--- config.mk ---
export PLATFORM = sky130hd
export DESIGN_NAME = mem_arbiter
export DESIGN_NICKNAME = d
export VERILOG_FILES = /design/src/rtl/mem_arbiter.sv
export SDC_FILE = /design/constraint.sdc
export NUM_CORES = 1
export LEC_CHECK = 0
export CAP_MARGIN = 5
export CORE_AREA = 3 3 119 121
export CTS_CLUSTER_SIZE = 16
export DETAILED_ROUTE_END_ITERATION = 7
export DIE_AREA = 0 0 122 124
export PLACE_DENSITY_LB_ADDON = 0.3
export SLEW_MARGIN = 20
export SYNTH_ARGS = -nofsm -noshare
export SYNTH_HDL_FRONTEND = slang
export SYNTH_SLANG_ARGS = --single-unit
--- constraint.sdc ---
create_clock -name clk -period 1.6 [get_ports clk]
set_clock_uncertainty 0.2 [all_clocks]
set_input_delay 0.16 -clock clk [delete_from_list [all_inputs] [get_ports clk]]
set_output_delay 0.16 -clock clk [all_outputs]
set_load 0.01 [all_outputs]
--- src/rtl/mem_arbiter.sv ---
// mem_arbiter
//   Shares one single-port word memory between two requesters:
//   port 0 (instruction fetch) and port 1 (load/store unit).
//   Each access takes two cycles.
//   - Issue cycle (IDLE): the winner's request is driven combinationally
//     onto the memory port.
//   - Ack cycle (BUSY): the granted requester sees a one-cycle ack, with
//     the memory's registered read data passed straight through.
//   Ties are broken round-robin, or in favour of port 0 when PRIO_FIXED=1.
//
// Ports
//   clk, reset           system clock; synchronous active-high reset
//   m0_addr/wdata/wmask  port 0 request (wmask == 0 means read)
//   m0_req               port 0 request, held stable until m0_ack
//   m0_ack, m0_rdata     port 0 completion pulse and read data
//   m1_*                 same set as m0_* for port 1
//   mem_addr/wdata       memory byte address and write data
//   mem_wmask            memory byte write enables
//   mem_rstrb            memory read strobe
//   mem_rdata            memory read data, valid one cycle after mem_rstrb
module mem_arbiter #(
  parameter int ADDR_WIDTH = 32,
  parameter bit PRIO_FIXED = 1'b0
) (
  input  logic                  clk,
  input  logic                  reset,
  input  logic [ADDR_WIDTH-1:0] m0_addr,
  input  logic [31:0]           m0_wdata,
  input  logic [3:0]            m0_wmask,
  input  logic                  m0_req,
  output logic                  m0_ack,
  output logic [31:0]           m0_rdata,
  input  logic [ADDR_WIDTH-1:0] m1_addr,
  input  logic [31:0]           m1_wdata,
  input  logic [3:0]            m1_wmask,
  input  logic                  m1_req,
  output logic                  m1_ack,
  output logic [31:0]           m1_rdata,
  output logic [ADDR_WIDTH-1:0] mem_addr,
  output logic                  mem_rstrb,
  output logic [31:0]           mem_wdata,
  output logic [3:0]            mem_wmask,
  input  logic [31:0]           mem_rdata
);

  typedef enum logic {
    IDLE = 1'b0,
    BUSY = 1'b1
  } state_t;

  state_t state_p1;
  logic   grant_p1;
  logic   last_p1;

  logic       any_req;
  logic       win;
  logic       issue;
  logic [3:0] sel_wmask;
  logic       busy_ok;

  always_comb begin
    any_req = m0_req | m1_req;
    if (m0_req && m1_req) begin
      win = PRIO_FIXED ? 1'b0 : ~last_p1;
    end else begin
      win = m1_req;
    end
  end

  // Issue stage: the winner drives the memory port directly.
  assign issue     = (state_p1 == IDLE) && any_req;
  assign sel_wmask = win ? m1_wmask : m0_wmask;
  assign mem_addr  = win ? m1_addr  : m0_addr;
  assign mem_wdata = win ? m1_wdata : m0_wdata;
  assign mem_wmask = issue ? sel_wmask : 4'b0000;
  assign mem_rstrb = issue && (sel_wmask == 4'b0000);

  always_ff @(posedge clk) begin
    if (reset) begin
      state_p1 <= IDLE;
      grant_p1 <= 1'b0;
      last_p1  <= 1'b1;
    end else begin
      case (state_p1)
        IDLE: begin
          if (any_req) begin
            grant_p1 <= win;
            last_p1  <= win;
            state_p1 <= BUSY;
          end
        end
        default: state_p1 <= IDLE;
      endcase
    end
  end

  // Ack stage: one-cycle ack to the granted port.
  // Reset also masks the ack, so an access caught in flight is never acknowledged.
  assign busy_ok  = (state_p1 == BUSY) && !reset;
  assign m0_ack   = busy_ok && !grant_p1;
  assign m1_ack   = busy_ok &&  grant_p1;
  assign m0_rdata = mem_rdata;
  assign m1_rdata = mem_rdata;

endmodule

==> impl_metrics.ini, run 1 <==
[synth]
ys_warn_count = 0
synth_top_area_share_pct = 49.0
ys_top_cells_by_area = nand2_1 (49%), buf_4 (31%), dfxtp_1 (3.9%), buf_2 (2.9%), buf_6 (2.9%)
synth_fp_nets = 475
syn_avg_cell_area_sq_um = 5.08
synth-seq-cells = 3
syn_inst = 303
ys_seq_area_share_pct = 3.90
syn-cell-area_sq_mm = 0.00154
synth_top_cell_by_area = nand2_1
synth_cell_type_count = 21

[floorplan]
initial_core_util_pct = 11.7
core_sq_mm = 0.0132
die_h_microns = 124
io_pins = 307
die_x_microns = 122
die_area_sq_mm = 0.0151
row_count = 42

[hold_path]
min_from = mem_rdata[16]
holdPathEnd = m0_rdata[16]
worstHoldPathCells = 0
worstHoldPathType = input pin to primary output

[clocking]
cts_made_buffers = 3
cts_sinks = 3
tritoncts = done
cts_root_buffer = clkbuf_16
clock_latency_ns = 0.22
hold_buffers = 0
htreeDepth = 1
cts_buffer_depth = 2
path_clk_slew_ns = 0.03

[setup_path]
crit_type = register to primary output
arrival_ns = 1.48
crit_required_ns = 1.24
worstPathMaxFanout = 8
rr_worst_depth = 6
startpoint_type = register
r2r-end = grant_p1
r2r-start = last_p1
rrSetupSlack_ns = 0.30
cp-end-kind = primary output

[pwr]
p_int_uw = 1200
p_leak_uw = 0.00205
powerDensity_mw_per_mm2 = 442
comb_power_share_pct = 73.3
power_frac_seq_pct = 4.8
p_switching_uw = 615
switching_share_pct = 33.9
vdd_drop_max_v = 0.000243
clock_power_share_pct = 21.9

[sta]
slew_headroom_pct = 84.0
final.period_utilization_pct = 115
max_freq_ghz = 0.543
final-setup-viol-count = 69
hold_viol = 0
final.setup.worst_slack_ns = -0.243
holdWs_ns = 0.120
min_period_ns = 1.84
drv_slew = 0
tightest_slew_ns = 0.239
rsz0062_at_grt = yes

[finish]
utilization_pct = 31.2
fillCellCount = 1417
syn_to_final_growth_pct = 167
fin_nets = 654
layout.cells.non_filler = 657
drive_above_1_share_pct = 41.2
multi_input_area_sq_mm = 0.00123
num_antenna_cells = 0
ff_latch_area_sq_um = 63.8

[place]
io_buffers = 210
dp.cells = 630
place_congestion = 0.717
place_hpwl_mm = 6.42

[global_routing]
grt_pass1_vias = 2313
antenna_found_initial = 0
grt_overflow = 0
grt_pass1_wl_mm = 12.5
grt.total_usage_pct = 10.7
grt_max_degree = 18

[outcome]
status = finished, violations left
violations = negative setup slack

[flow_run]
maxCapViolations = 0

[drt]
routed_wl_mm = 9.04
post_drt_wl_per_cell_microns = 13.8
vias = 2374
ant_nets = 0
drtIter0Drc = 60
drc = 0
viasPerCell = 3.61
dr.pass1.iters = 4
-- cell usage after synthesis (all sizes together) --
cell type,count
a22oi,1
nor2,3
o221a,1
nor2b,1
a21bo,1
a21oi,4
buf,77
nor4,2
dfxtp,3
o21bai,1
a221o,1
a21boi,1
nor3b,2
clkbuf,2
nor3,1
nand2,201
inv,1
-- routing by layer --
| metal | global-route usage (%) | vias up | routed length, microns |
|---|---|---|---|
| met2 | 18.5 | 108 | 4510 |
| met5 | 0 | - | 0 |
| li1 | - | 1213 | - |
| met4 | 3.78 | 0 | 240 |
| met1 | 12.6 | 1027 | 3500 |
| met3 | 3.04 | 26 | 790 |
-- power by group through the flow --
| stage | Sequential (uW) | Combinational (uW) | Clock, uW |
|---|---|---|---|
| detailed placement | 87.8 | 1140 | 0 |
| global route | 88.9 | 1430 | 410 |
| finish | 87.5 | 1330 | 397 |
| CTS | 87.5 | 1250 | 403 |
| global placement | 87.8 | 1140 | 0 |
| floorplan | 86.7 | 516 | 0 |
-- repair_timing --
item,CTS,global route
gates cloned,9,0
pin swaps,32,35
setup buffers,16,1
setup endpoints to repair,71,71
endpoints found under the hold margin,0,0
gates resized for setup,340,81
-- worst max path at each step --
stage                     startpoint            to  cells after the start
after floorplan              last_p1     mem_rstrb                      5
after global placement        m0_req  mem_wmask[0]                      6
after detailed placement      m0_req  mem_wmask[2]                      6
after CTS                    last_p1  mem_addr[11]                      8
after global routing         last_p1  mem_addr[13]                      8
final                        last_p1  mem_addr[11]                      8
-- stage by stage --
stage | area (sq um) | power [uW] | setup TNS, ns | setup WS (ns)
final | 4110 | 1820 | -11.38 | -0.243
after CTS | 3850 | 1740 | -14.23 | -0.247
after floorplan | 1540 | 603 | 0 | 0.203
after detailed placement | 3510 | 1230 | -48.62 | -0.779
after global routing | 4110 | 1930 | -15.67 | -0.299
after global placement | 3510 | 1220 | -46.43 | -0.746
-- worst max-delay path, stage by stage, from the launching register on --
cell and delay [ns]:
dfxtp_4 0.35, a21boi_4 0.16, buf_12 0.12, buf_12 0.11, buf_8 0.12, buf_12 0.14
nand2_2 0.05, nand2_1 0.07, buf_2 0.13
-- area by class of cell --
class                   instances  area share (%)
inverters                       1          0.0913
multi-input cells             220            30.0
clock buffers                   4            1.92
well taps                     176            5.35
flip-flops and latches          3            1.55
repair buffers                253            61.1
-- registers in the layout, indices dropped and copies added (netlist names) --
| register | cells |
|---|---|
| last_p1 | 1 |
| state_p1 | 1 |
| grant_p1 | 1 |
-- logic make-up (layout without fill, tap and decap cells) --
| logic type | count (synthesis) | count (layout) | synth area share, % |
|---|---|---|---|
| compound gates | 10 | 10 | 5.52 |
| buf+inv | 80 | 258 | 37.8 |
| flops | 3 | 3 | 3.90 |
| simple gates | 210 | 210 | 52.8 |
-- cell usage in the layout (no fill, tap or decap), types with 2 or more instances in the layout --
cell               n
dlygate4sd2_1      4
a21oi_2            4
buf_12             8
buf_2             50
buf_16             9
nand2_1          130
clkdlybuf4s50_1  136
nor2_1             2
dfxtp_1            2
buf_8              3
buf_6             22
nand2_2           50
nand2_4           21
buf_4             19
clkbuf_16          3
No activity file was read; power rests on OpenSTA's default activity.
==> inputs of run 2 (changes only) <==
- ABC_AREA: not set -> 1
==> run 2 against run 1 <==
  * Non-clock buffer count fell by 13
  * Die area did not move
  * Hold slack did not move
  * Clock power barely moved
  * Final area fell by 3.5%
  * Wire length rose by 4.2%
  * Sequential power fell by 1%
  * First-iteration DRC count rose by 35%
  * The flow still finishes with violations (negative setup slack)
==> impl_metrics.ini, run 2 <==
[place]
placed_area_sq_mm = 0.00341
dp.cells = 631
place_hpwl_mm = 6.21
place_congestion = 0.735
io_buffers = 210

[clocking]
cts_root_buffer = clkbuf_16
cts_sinks = 3
cts_buffer_depth = 2
cts_made_buffers = 3
clock_latency_ns = 0.22
path_clk_slew_ns = 0.03
htreeDepth = 1
tritoncts = done
hold_buffers = 0

[finish]
fillCellCount = 1435
largestRegisters = grant_p1 (1), last_p1 (1), state_p1 (1)
layout_common_cells = clkdlybuf4s50_1 (137), nand2_1 (134), buf_2 (50)
syn_to_final_growth_pct = 158
finalInstanceArea_sq_mm = 0.00397
drive_above_1_share_pct = 38.4
num_antenna_cells = 0
fin_nets = 650
utilization_pct = 30.1
layout.cells.non_filler = 653
layout_commonest_cell = clkdlybuf4s50_1

[setup_path]
worstPathCellList = nand2_4 -> nand2_8 -> clkinv_8 -> buf_12 -> clkbuf_16 -> nand2_2 -> nand2_1 -> buf_2
startpoint_type = register
worstPathMaxFanout = 6
cp-end-kind = primary output
cp_slowest_cell = dfxtp_2
crit_type = register to primary output
arrival_ns = 1.37
critical_path.max_stage_delay_ns = 0.34
rrSetupSlack_ns = -0.02
crit_required_ns = 1.24

[synth]
synth_fp_nets = 482
ys_top_cells_by_count = nand2_1 (203), buf_4 (64), inv_1 (8)
ys_warn_count = 0
synth-seq-cells = 3
async_flop_share_pct = 0
synth_edf_count = 0
synth_top_area_share_pct = 49.6
ys_top_cells_by_area = nand2_1 (50%), buf_4 (31%), buf_6 (5.1%), dfxtp_1 (3.9%), buf_2 (2.3%)
synth_most_common_cell = nand2_1
syn_avg_cell_area_sq_um = 4.96
synth_ff_type = dfxtp_1
syn-cell-area_sq_mm = 0.00154
synth_cell_type_count = 16
ys_seq_area_share_pct = 3.91
synth_top_cell_by_area = nand2_1
syn_inst = 310

[drt]
post_drt_wl_per_cell_microns = 14.4
viasPerCell = 3.68
vias = 2406
ant_nets = 0
routed_wl_mm = 9.42
dr.pass1.iters = 4
drc = 0
drtIter0Drc = 81

[sta]
hold_viol = 0
tightest_slew_ns = 0.271
rsz0062_at_grt = yes
final-setup-viol-count = 70
final.setup.worst_slack_ns = -0.133
final.period_utilization_pct = 108
min_period_ns = 1.73
max_freq_ghz = 0.577
slew_headroom_pct = 81.9
drv_slew = 0

[outcome]
violations = negative setup slack
status = finished, violations left

[floorplan]
io_pins = 307
die_h_microns = 124
die_area_sq_mm = 0.0151
core_sq_mm = 0.0132
initial_core_util_pct = 11.7
row_count = 42
die_x_microns = 122

[hold_path]
worstHoldPathType = input pin to primary output

[global_routing]
antenna_found_initial = 0
grt_overflow = 0
grt_pass1_wl_mm = 12.1
grt_pass1_vias = 2385
grt.total_usage_pct = 10.1
grt_max_degree = 19

[pwr]
vdd_drop_max_v = 0.000320
powerDensity_mw_per_mm2 = 456
p_leak_uw = 0.00198

[flow_run]
maxCapViolations = 0
run 2: cell types whose count changed in the layout (fill, tap and decap cells not counted), sizes merged, moves of 2 or more:
cell,previous run,this run
a21oi,4,1
buf,111,93
bufbuf,0,2
clkbuf,4,8
inv,1,8
nand2,201,205
nand3,0,3
nor2,3,6
nor3b,2,0
nor4,2,0
o21ai,0,3
run 2: cells by family after synthesis:
kind of cell,synth area share (%)
simple gates,53.9
buf+inv,40.8
compound gates,1.30
flops,3.91
run 2: repair_timing:
| action | CTS | global route |
|---|---|---|
| pin swaps | 3 | 27 |
| setup buffers | 6 | 3 |
| gates resized for setup | 313 | 110 |
| setup endpoints to repair | 71 | 69 |
| cloned | 8 | 4 |
run 2: worst max-delay path: cells and delay by family (launching register included):
kind / cells / cell delay [ns]
buffers and inverters: 4 / 0.50
AND/OR/NAND/NOR: 4 / 0.30
flip-flops: 1 / 0.34
run 2: final timing paths:
kind                 start           end  depth (start not counted)
max                last_p1  mem_addr[28]                          8
min          mem_rdata[18]  m1_rdata[18]                          0
max reg2reg        last_p1       last_p1                          9
min reg2reg       grant_p1      grant_p1                          2
run 2: final cells by class:
type / count / area (sq um) / share of cell area, %
sequential: 3 / 61.3 / 1.55
timing repair buffer: 240 / 2380 / 59.9
clock buffer: 4 / 78.8 / 1.99
tap: 176 / 220 / 5.55
inverter: 9 / 46.3 / 1.17
multi-input combinational: 221 / 1180 / 29.9
run 2: metal layers:
metal  wire length [microns]  global-route usage, %  vias up
li1                        -                      -     1195
met1                    3520                   10.8     1059
met2                    4910                   19.5      129
met3                     826                   2.63       23
met4                     167                   2.87        0
met5                       0                      0        -
run 2: power breakdown:
part,leakage [uW],internal [uW],switching (uW)
clock network,0.0000382,329,68.6
registers,0.0000247,82.2,4.32
logic,0.00192,766,558
run 2: per-stage QoR:
step	power (uW)	hold slack (ns)	setup WS (ns)	setup TNS [ns]
after floorplan	614	0.0291	0.280	0
after global placement	1200	0.120	-0.591	-38.79
after detailed placement	1210	0.120	-0.612	-40.42
after CTS	1640	0.120	-0.201	-4.94
after global routing	1920	0.120	-0.189	-9.55
final	1810	0.120	-0.133	-5.69
